<file path="src/rtl/seg_scan_ctrl_if.sv">
`default_nettype none
// ============================================================================
// Module      : seg_scan_ctrl_if
// Description : Bundle for the seg_scan_ctrl display controller: run enable,
//               digit-register write port and the registered display outputs.
// Revision    : 1.0 - initial release
// ============================================================================
interface seg_scan_ctrl_if #(
  parameter int NUM_DIG = 4
);
  localparam int IDX_W = $clog2(NUM_DIG);

  logic               en;
  logic               wr_en;
  logic [IDX_W-1:0]   wr_idx;
  logic [3:0]         wr_data;
  logic               wr_dp;
  logic               a;
  logic               b;
  logic               c;
  logic               d;
  logic               dp_out;
  logic [NUM_DIG-1:0] dig_sel;
  logic               blank;
  logic               frame_tick;

  modport master (
    output en, wr_en, wr_idx, wr_data, wr_dp,
    input  a, b, c, d, dp_out, dig_sel, blank, frame_tick
  );

  modport slave (
    input  en, wr_en, wr_idx, wr_data, wr_dp,
    output a, b, c, d, dp_out, dig_sel, blank, frame_tick
  );
endinterface
`default_nettype wire

</file>
<file path="src/rtl/seg_scan_ctrl.sv">
`default_nettype none
// ============================================================================
// Module      : seg_scan_ctrl
// Description : Time-multiplexed scan controller for a multi-digit 7-segment
//               display sharing one nibble decoder. Each digit gets a blank
//               GUARD interval followed by a DRIVE interval. All outputs are
//               registered and reflect the state entered at the same edge.
//               Optional macro SEG_LZB_EN enables leading-zero blanking.
// Revision    : 1.0 - initial release
// ============================================================================
module seg_scan_ctrl #(
  parameter int NUM_DIG = 4,
  parameter int PRESC   = 50000,
  parameter int GUARD   = 16
) (
  input  logic           clk,
  input  logic           rst,
  seg_scan_ctrl_if.slave bus
);
  localparam int                 IDX_W        = $clog2(NUM_DIG);
  localparam int                 c_CNT_MAX    = (PRESC > GUARD) ? PRESC : GUARD;
  localparam int                 c_CNT_W      = $clog2(c_CNT_MAX + 1);
  localparam logic [c_CNT_W-1:0] c_PRESC_LAST = c_CNT_W'(PRESC - 1);
  localparam logic [c_CNT_W-1:0] c_GUARD_LAST = c_CNT_W'(GUARD - 1);
  localparam logic [IDX_W-1:0]   c_PTR_LAST   = IDX_W'(NUM_DIG - 1);
  localparam logic [IDX_W:0]     c_NUM_DIG    = (IDX_W + 1)'(NUM_DIG);

  typedef enum logic [1:0] {
    S_IDLE  = 2'd0,
    S_GUARD = 2'd1,
    S_DRIVE = 2'd2
  } state_t;

  state_t             r_state;
  state_t             w_state_nxt;
  logic [IDX_W-1:0]   r_ptr;
  logic [IDX_W-1:0]   w_ptr_nxt;
  logic [c_CNT_W-1:0] r_cnt;
  logic [c_CNT_W-1:0] w_cnt_nxt;
  logic               w_wrap;
  logic               w_suppress;
  logic               w_lit_nxt;

  logic [3:0]         r_dig [NUM_DIG];
  logic [NUM_DIG-1:0] r_dp;

  logic [3:0]         r_nib;
  logic               r_dp_out;
  logic [NUM_DIG-1:0] r_sel;
  logic               r_blank;
  logic               r_tick;

  // Digit/DP storage: writes accepted in every state, out-of-range index dropped.
  always_ff @(posedge clk) begin
    if (rst) begin
      for (int i = 0; i < NUM_DIG; i++) r_dig[i] <= 4'd0;
      r_dp <= '0;
    end else if (bus.wr_en && ({1'b0, bus.wr_idx} < c_NUM_DIG)) begin
      r_dig[bus.wr_idx] <= bus.wr_data;
      r_dp[bus.wr_idx]  <= bus.wr_dp;
    end
  end

`ifdef SEG_LZB_EN
  logic [NUM_DIG-1:0] w_nz;

  genvar gi;
  generate
    for (gi = 0; gi < NUM_DIG; gi++) begin : g_nz
      assign w_nz[gi] = (r_dig[gi] != 4'd0) | r_dp[gi];
    end
  endgenerate

  // A digit above 0 goes dark when it and every more significant digit are empty.
  assign w_suppress = (w_ptr_nxt != '0) && ((w_nz >> w_ptr_nxt) == '0);
`else
  assign w_suppress = 1'b0;
`endif

  // Scan sequencing: IDLE -> GUARD -> DRIVE -> GUARD ...; en low forces IDLE.
  always_comb begin
    w_state_nxt = r_state;
    w_ptr_nxt   = r_ptr;
    w_cnt_nxt   = r_cnt;
    w_wrap      = 1'b0;
    if (!bus.en) begin
      w_state_nxt = S_IDLE;
      w_ptr_nxt   = '0;
      w_cnt_nxt   = '0;
    end else begin
      case (r_state)
        S_IDLE: begin
          w_state_nxt = S_GUARD;
          w_ptr_nxt   = '0;
          w_cnt_nxt   = '0;
        end
        S_GUARD: begin
          if (r_cnt == c_GUARD_LAST) begin
            w_state_nxt = S_DRIVE;
            w_cnt_nxt   = '0;
          end else begin
            w_cnt_nxt = r_cnt + 1'b1;
          end
        end
        S_DRIVE: begin
          if (r_cnt == c_PRESC_LAST) begin
            w_state_nxt = S_GUARD;
            w_cnt_nxt   = '0;
            if (r_ptr == c_PTR_LAST) begin
              w_ptr_nxt = '0;
              w_wrap    = 1'b1;
            end else begin
              w_ptr_nxt = r_ptr + 1'b1;
            end
          end else begin
            w_cnt_nxt = r_cnt + 1'b1;
          end
        end
        default: begin
          w_state_nxt = S_IDLE;
          w_ptr_nxt   = '0;
          w_cnt_nxt   = '0;
        end
      endcase
    end
  end

  // State, digit pointer and interval counter registers.
  always_ff @(posedge clk) begin
    if (rst) begin
      r_state <= S_IDLE;
      r_ptr   <= '0;
      r_cnt   <= '0;
    end else begin
      r_state <= w_state_nxt;
      r_ptr   <= w_ptr_nxt;
      r_cnt   <= w_cnt_nxt;
    end
  end

  // A digit is lit only in its DRIVE slot and only when not blanked.
  always_comb w_lit_nxt = (w_state_nxt == S_DRIVE) && !w_suppress;

  // Output registers are loaded from the next state so they line up with it.
  always_ff @(posedge clk) begin
    if (rst) begin
      r_nib    <= 4'd0;
      r_dp_out <= 1'b0;
      r_sel    <= '0;
      r_blank  <= 1'b1;
      r_tick   <= 1'b0;
    end else begin
      r_sel    <= w_lit_nxt ? (NUM_DIG'(1) << w_ptr_nxt) : '0;
      r_blank  <= !w_lit_nxt;
      r_nib    <= (w_state_nxt == S_IDLE) ? 4'd0 : r_dig[w_ptr_nxt];
      r_dp_out <= (w_state_nxt == S_IDLE) ? 1'b0 : r_dp[w_ptr_nxt];
      r_tick   <= w_wrap;
    end
  end

  assign bus.a          = r_nib[3];
  assign bus.b          = r_nib[2];
  assign bus.c          = r_nib[1];
  assign bus.d          = r_nib[0];
  assign bus.dp_out     = r_dp_out;
  assign bus.dig_sel    = r_sel;
  assign bus.blank      = r_blank;
  assign bus.frame_tick = r_tick;
endmodule
`default_nettype wire

</file>
<file path="src/flat_wrapper.sv">
// flat-port wrapper written by rule: the top's interface ports become plain ports
module seg_scan_ctrl_flat 
#(
  parameter int NUM_DIG = 4,
  parameter int PRESC   = 50000,
  parameter int GUARD   = 16
)
  (clk, rst, bus_en, bus_wr_en, bus_wr_idx, bus_wr_data, bus_wr_dp, bus_a, bus_b, bus_c, bus_d, bus_dp_out, bus_dig_sel, bus_blank, bus_frame_tick);
  seg_scan_ctrl_if #(.NUM_DIG(NUM_DIG)) bus_i ();
  input  logic clk;
  input  logic rst;
  input wire logic [$bits(bus_i.en)-1:0] bus_en;
  input wire logic [$bits(bus_i.wr_en)-1:0] bus_wr_en;
  input wire logic [$bits(bus_i.wr_idx)-1:0] bus_wr_idx;
  input wire logic [$bits(bus_i.wr_data)-1:0] bus_wr_data;
  input wire logic [$bits(bus_i.wr_dp)-1:0] bus_wr_dp;
  output wire logic [$bits(bus_i.a)-1:0] bus_a;
  output wire logic [$bits(bus_i.b)-1:0] bus_b;
  output wire logic [$bits(bus_i.c)-1:0] bus_c;
  output wire logic [$bits(bus_i.d)-1:0] bus_d;
  output wire logic [$bits(bus_i.dp_out)-1:0] bus_dp_out;
  output wire logic [$bits(bus_i.dig_sel)-1:0] bus_dig_sel;
  output wire logic [$bits(bus_i.blank)-1:0] bus_blank;
  output wire logic [$bits(bus_i.frame_tick)-1:0] bus_frame_tick;
  assign bus_i.en = bus_en;
  assign bus_i.wr_en = bus_wr_en;
  assign bus_i.wr_idx = bus_wr_idx;
  assign bus_i.wr_data = bus_wr_data;
  assign bus_i.wr_dp = bus_wr_dp;
  assign bus_a = bus_i.a;
  assign bus_b = bus_i.b;
  assign bus_c = bus_i.c;
  assign bus_d = bus_i.d;
  assign bus_dp_out = bus_i.dp_out;
  assign bus_dig_sel = bus_i.dig_sel;
  assign bus_blank = bus_i.blank;
  assign bus_frame_tick = bus_i.frame_tick;
  seg_scan_ctrl #(.NUM_DIG(NUM_DIG), .PRESC(PRESC), .GUARD(GUARD)) u_core (.clk(clk), .rst(rst), .bus(bus_i));
endmodule
</file>
<file path="config.mk">
export PLATFORM = sky130hd
export DESIGN_NAME = seg_scan_ctrl_flat
export DESIGN_NICKNAME = d
export VERILOG_FILES = /design/src/rtl/seg_scan_ctrl_if.sv /design/src/rtl/seg_scan_ctrl.sv /design/src/flat_wrapper.sv
export SDC_FILE = /design/constraint.sdc
export NUM_CORES = 1
export LEC_CHECK = 0
export ABC_CLOCK_PERIOD_IN_PS = 2600
export CAP_MARGIN = 30
export CORE_AREA = 2 2 68 70
export DETAILED_ROUTE_END_ITERATION = 16
export DIE_AREA = 0 0 70 72
export HOLD_SLACK_MARGIN = 0.03
export PLACE_DENSITY = 0.77
export SLEW_MARGIN = 0
export SYNTH_ARGS = -nofsm -noshare
export SYNTH_HDL_FRONTEND = slang
export SYNTH_SLANG_ARGS = --single-unit
</file>
<file path="constraint.sdc">
create_clock -name clk -period 2.6 [get_ports clk]
set_input_delay 0.26 -clock clk [delete_from_list [all_inputs] [get_ports clk]]
set_output_delay 0.26 -clock clk [all_outputs]
set_load 0.01 [all_outputs]
</file>
==> results of run 1 <==
==> critical path, cell delays in order (launching register included) <==
cell      delay [ns]
dfxtp_1         0.37
or4_4           0.56
or4_4           0.59
o211ai_2        0.30
a22oi_1         0.15
nor2_1          0.12
a211oi_1        0.06
==> metrics by stage <==
stage / utilization / cell area (um2)
5_1_grt: 0.634 / 2700
4_1_cts: 0.634 / 2700
6_report: 0.634 / 2700
3_3_place_gp: 0.612 / 2610
2_1_floorplan: - / 2360
3_5_place_dp: 0.612 / 2610
==> sequential cells by signal, summed over array words and instances, names as in the netlist <==
| register | flops |
|---|---|
| u_core.r_dig | 16 |
| u_core.bus.blank | 1 |
| u_core.bus.frame_tick | 1 |
| u_core.r_nib | 4 |
| u_core.r_dp | 4 |
| u_core.r_cnt | 16 |
| u_core.r_ptr | 2 |
| u_core.r_state | 2 |
| u_core.bus.dp_out | 1 |
| u_core.bus.dig_sel | 4 |
==> final timing paths <==
kind	start	to	slack, ns	depth (start not counted)
setup / recovery	u_core.r_cnt[5]	u_core.r_nib[2]	0.33	6
hold / removal	u_core.r_cnt[0]	u_core.r_cnt[0]	0.46	1
setup reg to reg	u_core.r_cnt[5]	u_core.r_nib[2]	0.33	6
hold reg to reg	u_core.r_cnt[0]	u_core.r_cnt[0]	0.46	1
==> layout make-up <==
cell class	count	area, um2	share of cell area
tap	52	65.1	0.0241
sequential	51	1180	0.437
multi-input combinational	170	1070	0.397
inverter	14	52.6	0.0195
timing repair buffer	25	240	0.0889
clock buffer	6	72.6	0.0269
clock inverter	2	17.5	0.00648
==> cell usage after synthesis (2+ instances only) <==
master	n
nor3_1	7
clkbuf_1	5
edfxtp_1	16
xor2_1	8
dfxtp_1	35
o21ai_0	2
mux2i_1	8
nand3_1	10
xnor2_1	6
nand3b_1	3
buf_6	2
ha_1	6
and4_1	2
or3_1	2
nand2b_1	6
nor3b_1	4
a21oi_1	3
and3_1	4
or4_4	2
and2_1	3
buf_2	2
nor2_1	44
a21oi_2	2
inv_1	14
a22oi_1	5
nand4_1	4
nand2_1	18
a211oi_1	6
==> per-layer routing <==
layer,share of wire,up-vias
met5,0,-
met3,0.030,6
met2,0.48,26
met4,0.016,0
met1,0.48,805
li1,-,889
==> cells by family after synthesis <==
logic type / share of synthesized area
adders and majority gates: 0.0318
and+or+nand+nor: 0.248
AOI/OAI and AO/OA: 0.0837
buffers and inverters: 0.0461
muxes: 0.0387
DFF: 0.500
xor gates and xnor gates: 0.0519
==> report_power, final <==
group	leakage [nW]	internal (mW)	switching (mW)
logic	0.532	0.0385	0.0450
clock network	0.0454	0.194	0.262
registers	0.440	0.845	0.00842
total	1.02	1.08	0.316
==> flow_results.org, run 1 <==
** Clock network
- The number of clock buffers added by TritonCTS is 5.
- After clock tree synthesis, the flow added hold-fix buffers numbering 0.
- After clock tree synthesis, the clock-pin slew on the worst setup and hold paths is 0.09 ns.
- TritonCTS clock tree :: built
- The clock passes through at most 2 buffers.
- Number of resized instances in the post-cts repair step :: 0
- Post-CTS Repair Setup Buffers :: 0
- For the worst-skew pair, the clock arrives at the later sink with an insertion delay of 0.30 ns.
- The tree is rooted in a clkbuf_8.
- H-tree depth reported by CTS :: 2
- Num Clock Sinks :: 51

** STA
- Final hold analysis gives a worst-case slack of 0.455 ns.
- Setup violations remaining at the end of the flow were counted as 0.
- Post-route clock period utilization :: 0.875
- Actual transition at the worst max-transition pin :: 0.515 ns
- Subtracting the final worst setup slack from the clock period gives 2.27 ns.
- F_max :: 0.440 GHz
- Setup repair after global routing missed its margin :: no
- Pins Over Slew Limit :: 0
- Hold Fails Final Rpt :: 0
- Summed over all failing endpoints, the final setup total negative slack is 0 ns.
- Worst clock skew :: 0.00404 ns
- Setup slack closes at 0.326 ns.
- Worst rel slew slack :: 0.656

** Detailed routing
- In this run, the number of DRC markers left after iteration 0 of detailed routing was 134.
- Average vias per placed instance :: 5.39
- # DRC :: 0
- In the final routed layout, each cell accounts on average for 13.0 um.
- Summing over every cut layer, the via total after detailed routing is 1726.
- Wires add up to 4160 um.
- The detail route stage leaves a number of antenna-violating nets equal to 0.
- The pre-antenna-repair detailed-routing pass consisted of 4 iterations.

** Yosys
- By area the synthesized netlist is led by dfxtp_1, edfxtp_1, nor2_1.
- Post-synthesis average cell area :: 9.64 um2
- Number of synthesized flops with an enable pin :: 16
- After synthesis, the share of flip-flops with an asynchronous set or reset is 0.
- Library cell with the largest summed area after synthesis :: dfxtp_1
- Leading register cell type out of synthesis :: dfxtp_1
- Counting flops and latches in the post-synthesis netlist gives 51.
- Synthesis Warnings :: 0
- Synthesis produced a netlist with a net count of 262.
- Of the post-synthesis cell area, the dominant cell type holds 0.297.
- In the synthesized netlist, the number of instances is 245.
- Count of different cell masters after synthesis :: 44
- Of the synthesized area, sequential elements account for 0.500.
- Mapped cell area :: 2360 um2

** Pwr
- Maximum vdd drop :: 0.285 mV
- After layout, the design draws a total of 1.39 mW.
- Power density over the cells :: 516 nW/um2
- The analysis attributes to cell leakage a power of 1.02 nW.

** Floorplan
- IO Pins :: 22
- From left edge to right edge, the die measures 70 um.
- The total area inside the core boundary comes to 4260 um2.
- Starting Density :: 0.554
- Num rows :: 24
- Overall die height :: 72 um
- Die ar. :: 5040 um2

** Worst setup path
- At the worst endpoint, the required time is 2.78 ns.
- STA puts the critical path data arrival time at 2.45 ns.
- STA classifies the critical path endpoint as a register.
- STA classifies the critical path startpoint as a register.
- The critical path in this run is classified as register to register.
- In this run the worst path has a maximum fanout of 6.

** GRT
- Global routing finished with a remaining overflow of 0.
- Entering global routing, the biggest net connects 17 pins.
- Global-route usage over all layers :: 0.173
- Number of antenna violations at the first check in global routing :: 0
- The first global-routing pass estimated 6890 um of wire.
- Met3 Track Usage GR :: 0.0375
- The via count of the first global-routing pass came to 1551.
- Global routing's busiest layer :: met2
- In the global route stage, met2 resource usage came out at 0.290.
- Met1 layer usage reported by global route :: 0.225

** Finish
- The number of antenna diodes in the final layout is 0.
- Number of filler cells placed in the layout :: 360
- After the last flow step, the layout net total stands at 284.
- The area growth from synthesis to layout is 14.4%.
- Final Instance Count excl. Fillers :: 320
- The top cell types in the final layout, fill and taps aside, are nor2_1, dfxtp_1, clkdlybuf4s50_1.
- Of the cells placed in the final design, the portion with a size suffix greater than 1 is 0.0746.
- Leaving out fill and tap cells, the most frequent cell in the layout is nor2_1.

** Placement
- Routability-driven placement finished with a final weighted congestion of 0.781.
- Timing analysis after detailed placement gives a worst setup slack of 0.339 ns.
- Once placement completed, the tool counted placed cells totaling 312.
- Port buffer count :: 21
- Summed over all nets, the half-perimeter wirelength after detailed placement is 3060 um.

** Worst hold path
- The tightest min-delay check is of the register to register type.

** Outcome
- Status :: finished clean

** Job
- Across the run, the number of max-cap violations was 0.
(Power assumes the default switching activity.)
==> run 2, diff against run 1 <==
CORE_AREA = 3 3 69 71   (was 2 2 68 70)
DIE_AREA = 0 0 72 74   (was 0 0 70 72)
HOLD_SLACK_MARGIN = 0.12   (was 0.03)
==> run 2 against run 1 <==
Against the previous run:
- first-iteration DRC count rose by 28%
- utilization grew 0.81 points
- combinational power decreased by 1%
- via count decreased by 1.2%
- global-route usage grew 1.1 points
- sequential share of layout area down 0.85 points
- register-to-register slack worse by 0.04 ns
- power is 13% higher
- die area grew 5.7%
- clock skew grew 0.0028 ns
- worst hold slack lost 0.0065 ns
- critical endpoint is now u_core.bus.dp_out
==> flow_results.org, run 2 (synthesis gave the netlist of run 1 again) <==
** Finish
- The leading cell type in the layout, fill and taps excluded is nor2_1 (unchanged).
- The number of fillers in the final layout was 348 (was 360).
- Commonest cells after routing, fill and taps aside :: nor2_1, dfxtp_1, clkdlybuf4s50_1 (unchanged)
- Area growth syn-to-layout :: 16.6% (was 14.4%)
- The count of non-filler cells in the finished layout is 321 (was 320).
- Biggest registers after layout: u_core.r_cnt (16), u_core.r_dig (16) (unchanged).
- The area used by multi-input combinational logic came to 1070 um2 (unchanged).
- Count of inserted antenna diode cells :: 0 (unchanged)
- The register area is 1180 um2 (unchanged).
- The post-layout instance area came to 2760 um2 (was 2700 um2).
- Post-layout nets :: 285 (was 284)
- Layout cell share with drive strength beyond 1 :: 0.0818 (was 0.0746)

** GRT
- The number of antenna violations at the first check in global routing came to 0 (unchanged).
- The all-layer global routing usage is 0.184 (was 0.173).
- Total gr overflow :: 0 (unchanged)
- The via count of the first global-routing pass came to 1645 (was 1551).
- Pin count of the biggest net entering global routing :: 17 (unchanged)
- Wire length of the first global-routing pass :: 7540 um (was 6890 um)

** Worst setup path
- CP max FO :: 10 (was 6)
- The reg-to-reg critical path startpoint is u_core.r_state[0] (was u_core.r_cnt[5]).
- The required time at the endpoint of the critical path came to 2.81 ns (was 2.78 ns).
- The sort of element at the end of the critical path was a register (unchanged).
- The data arrival time of the worst path is 2.53 ns (was 2.45 ns).
- Startpoint type of the worst setup path :: register (unchanged)
- The launch point of the critical path was u_core.r_state[0] (was u_core.r_cnt[5]).
- The register-to-register setup slack was 0.28 ns (was 0.33 ns).
- WS Path Type :: register to register (unchanged)

** Clock network
- The CTS tree was built (unchanged).
- The total clock sinks came to 51 (unchanged).
- The number of resized instances in the post-cts repair step is 0 (unchanged).
- The number of H-tree levels came to 2 (unchanged).
- The clock transition at the register clock pins on the worst setup and hold paths after CTS was 0.09 ns (about the same).
- Number of clock buffers inserted by TritonCTS :: 5 (unchanged)
- The number of hold buffers added after CTS is 0 (unchanged).
- The maximum number of buffers from clock root to sink is 2 (unchanged).
- The buffer count from post-CTS setup fixing came to 0 (unchanged).
- The CTS root buffer is clkbuf_8 (unchanged).
- The clock insertion delay at the later pin of the skew report is 0.30 ns (about the same).

** Detailed routing
- Average vias per placed instance :: 5.31 (was 5.39)
- The number of DRC violations after detailed-routing iteration 0 is 172 (was 134).
- The post-route DRC violation count is 0 (unchanged).
- Via total after detailed routing :: 1705 (was 1726)
- Total detailed-routing wirelength :: 4440 um (was 4160 um)
- ANT nets after route :: 0 (unchanged)
- The number of iterations in the first detailed-routing pass was 4 (unchanged).
- Average wire per cell in the routed design :: 13.8 um (was 13.0 um)

** Placement
- Placed cell count :: 313 (was 312)
- The post-detailed-placement half-perimeter wirelength came to 3260 um (was 3060 um).
- RD Place Congestion :: 0.872 (was 0.781)
- DP Worst Slack :: 0.305 ns (was 0.339 ns)
- The total placed instance area was 2620 um2 (was 2610 um2).
- The count of input and output buffers is 21 (unchanged).

** Pwr
- Power density over the cells :: 574 nW/um2 (was 516 nW/um2)
- Maximum vdd drop :: 0.384 mV (was 0.285 mV)
- The cell leakage power was 1.04 nW (was 1.02 nW).

** Floorplan
- The area of the core came to 4290 um2 (was 4260 um2).
- The number of top-level design ports is 22 (unchanged).
- Overall die height :: 74 um (was 72 um)
- Die width :: 72 um (was 70 um)
- The site row count is 24 (unchanged).
- The starting density of the core was 0.550 (was 0.554).
- The full die area is 5330 um2 (was 5040 um2).

** STA
- The headroom to the max-slew limit came to 0.673 (was 0.656).
- Final-layout worst hold slack :: 0.449 ns (was 0.455 ns)
- The count of endpoints failing setup in the final report was 0 (unchanged).
- Worst clock skew :: 0.00687 ns (was 0.00404 ns)
- The final worst setup slack came to 0.282 ns (was 0.326 ns).
- The setup TNS is 0 ns (unchanged).
- F_max :: 0.431 GHz (was 0.440 GHz)
- The max-slew violation count is 0 (unchanged).
- Setup repair after global routing missed its margin :: no (unchanged)
- The final number of hold-violating endpoints came to 0 (unchanged).
- Actual transition at the worst max-transition pin :: 0.488 ns (was 0.515 ns)
- Post-route clock period utilization :: 0.892 (was 0.875)
- The shortest period the worst path allows was 2.32 ns (was 2.27 ns).

** Worst hold path
- The startpoint of the most critical hold path is u_core.r_cnt[0] (unchanged).
- Hold/Removal Path Class :: register to register (unchanged)

** Outcome
- Status :: finished clean (unchanged)

** Job
- Max capacitance violation total :: 0 (unchanged)
## run 2: cell count changes in the layout (fill, tap and decap cells not counted)
cell / change
bufinv_16: +2
clkinv_4: -2
buf_4: +1
clkbuf_1: -1
clkinvlp_4: +1
## run 2: layer usage
metal / share of wire / wire length, um / vias up / global-route usage
met2: 0.47 / 2060 / 36 / 0.290
met4: 0.018 / 82 / 0 / 0.0752
met1: 0.47 / 2100 / 771 / 0.244
li1: - / - / 890 / -
met5: 0 / 0 / - / 0
met3: 0.042 / 186 / 8 / 0.0446
## run 2: path summary, 6_finish.rpt
| check | end | cells past startpoint |
|---|---|---|
| hold / removal | u_core.r_cnt[0] | 1 |
| setup reg to reg | u_core.bus.dp_out | 8 |
| setup / recovery | u_core.bus.dp_out | 8 |
| hold reg to reg | u_core.r_cnt[0] | 1 |
## run 2: power breakdown
group / total [mW] / switching, mW / internal [mW]
Sequential: 0.855 / 0.00955 / 0.845
Clock: 0.643 / 0.259 / 0.383
Combinational: 0.0827 / 0.0441 / 0.0386
Total: 1.58 / 0.313 / 1.27
## run 2: layout make-up
class,instances,share of cell area
multi-input combinational,170,0.389
clock buffer,5,0.0250
timing repair buffer,26,0.0899
tap,52,0.0236
sequential,51,0.429
inverter,14,0.0191
clock inverter,3,0.0245
## run 2: critical path, cell delays in order, from the launching register on
cell and delay [ns]:
dfxtp_1 0.35, inv_1 0.11, ha_1 0.36, and3_1 0.24
nand4_1 0.09, mux2_2 0.33, nand2b_1 0.34, mux2i_1 0.13
a211oi_1 0.27
## run 2: stage by stage
stage / total power, mW / util
4_1_cts: 1.59 / 0.642
3_5_place_dp: 0.955 / 0.610
6_report: 1.58 / 0.642
5_1_grt: 1.64 / 0.642
2_1_floorplan: 0.918 / -
3_3_place_gp: 0.954 / 0.610
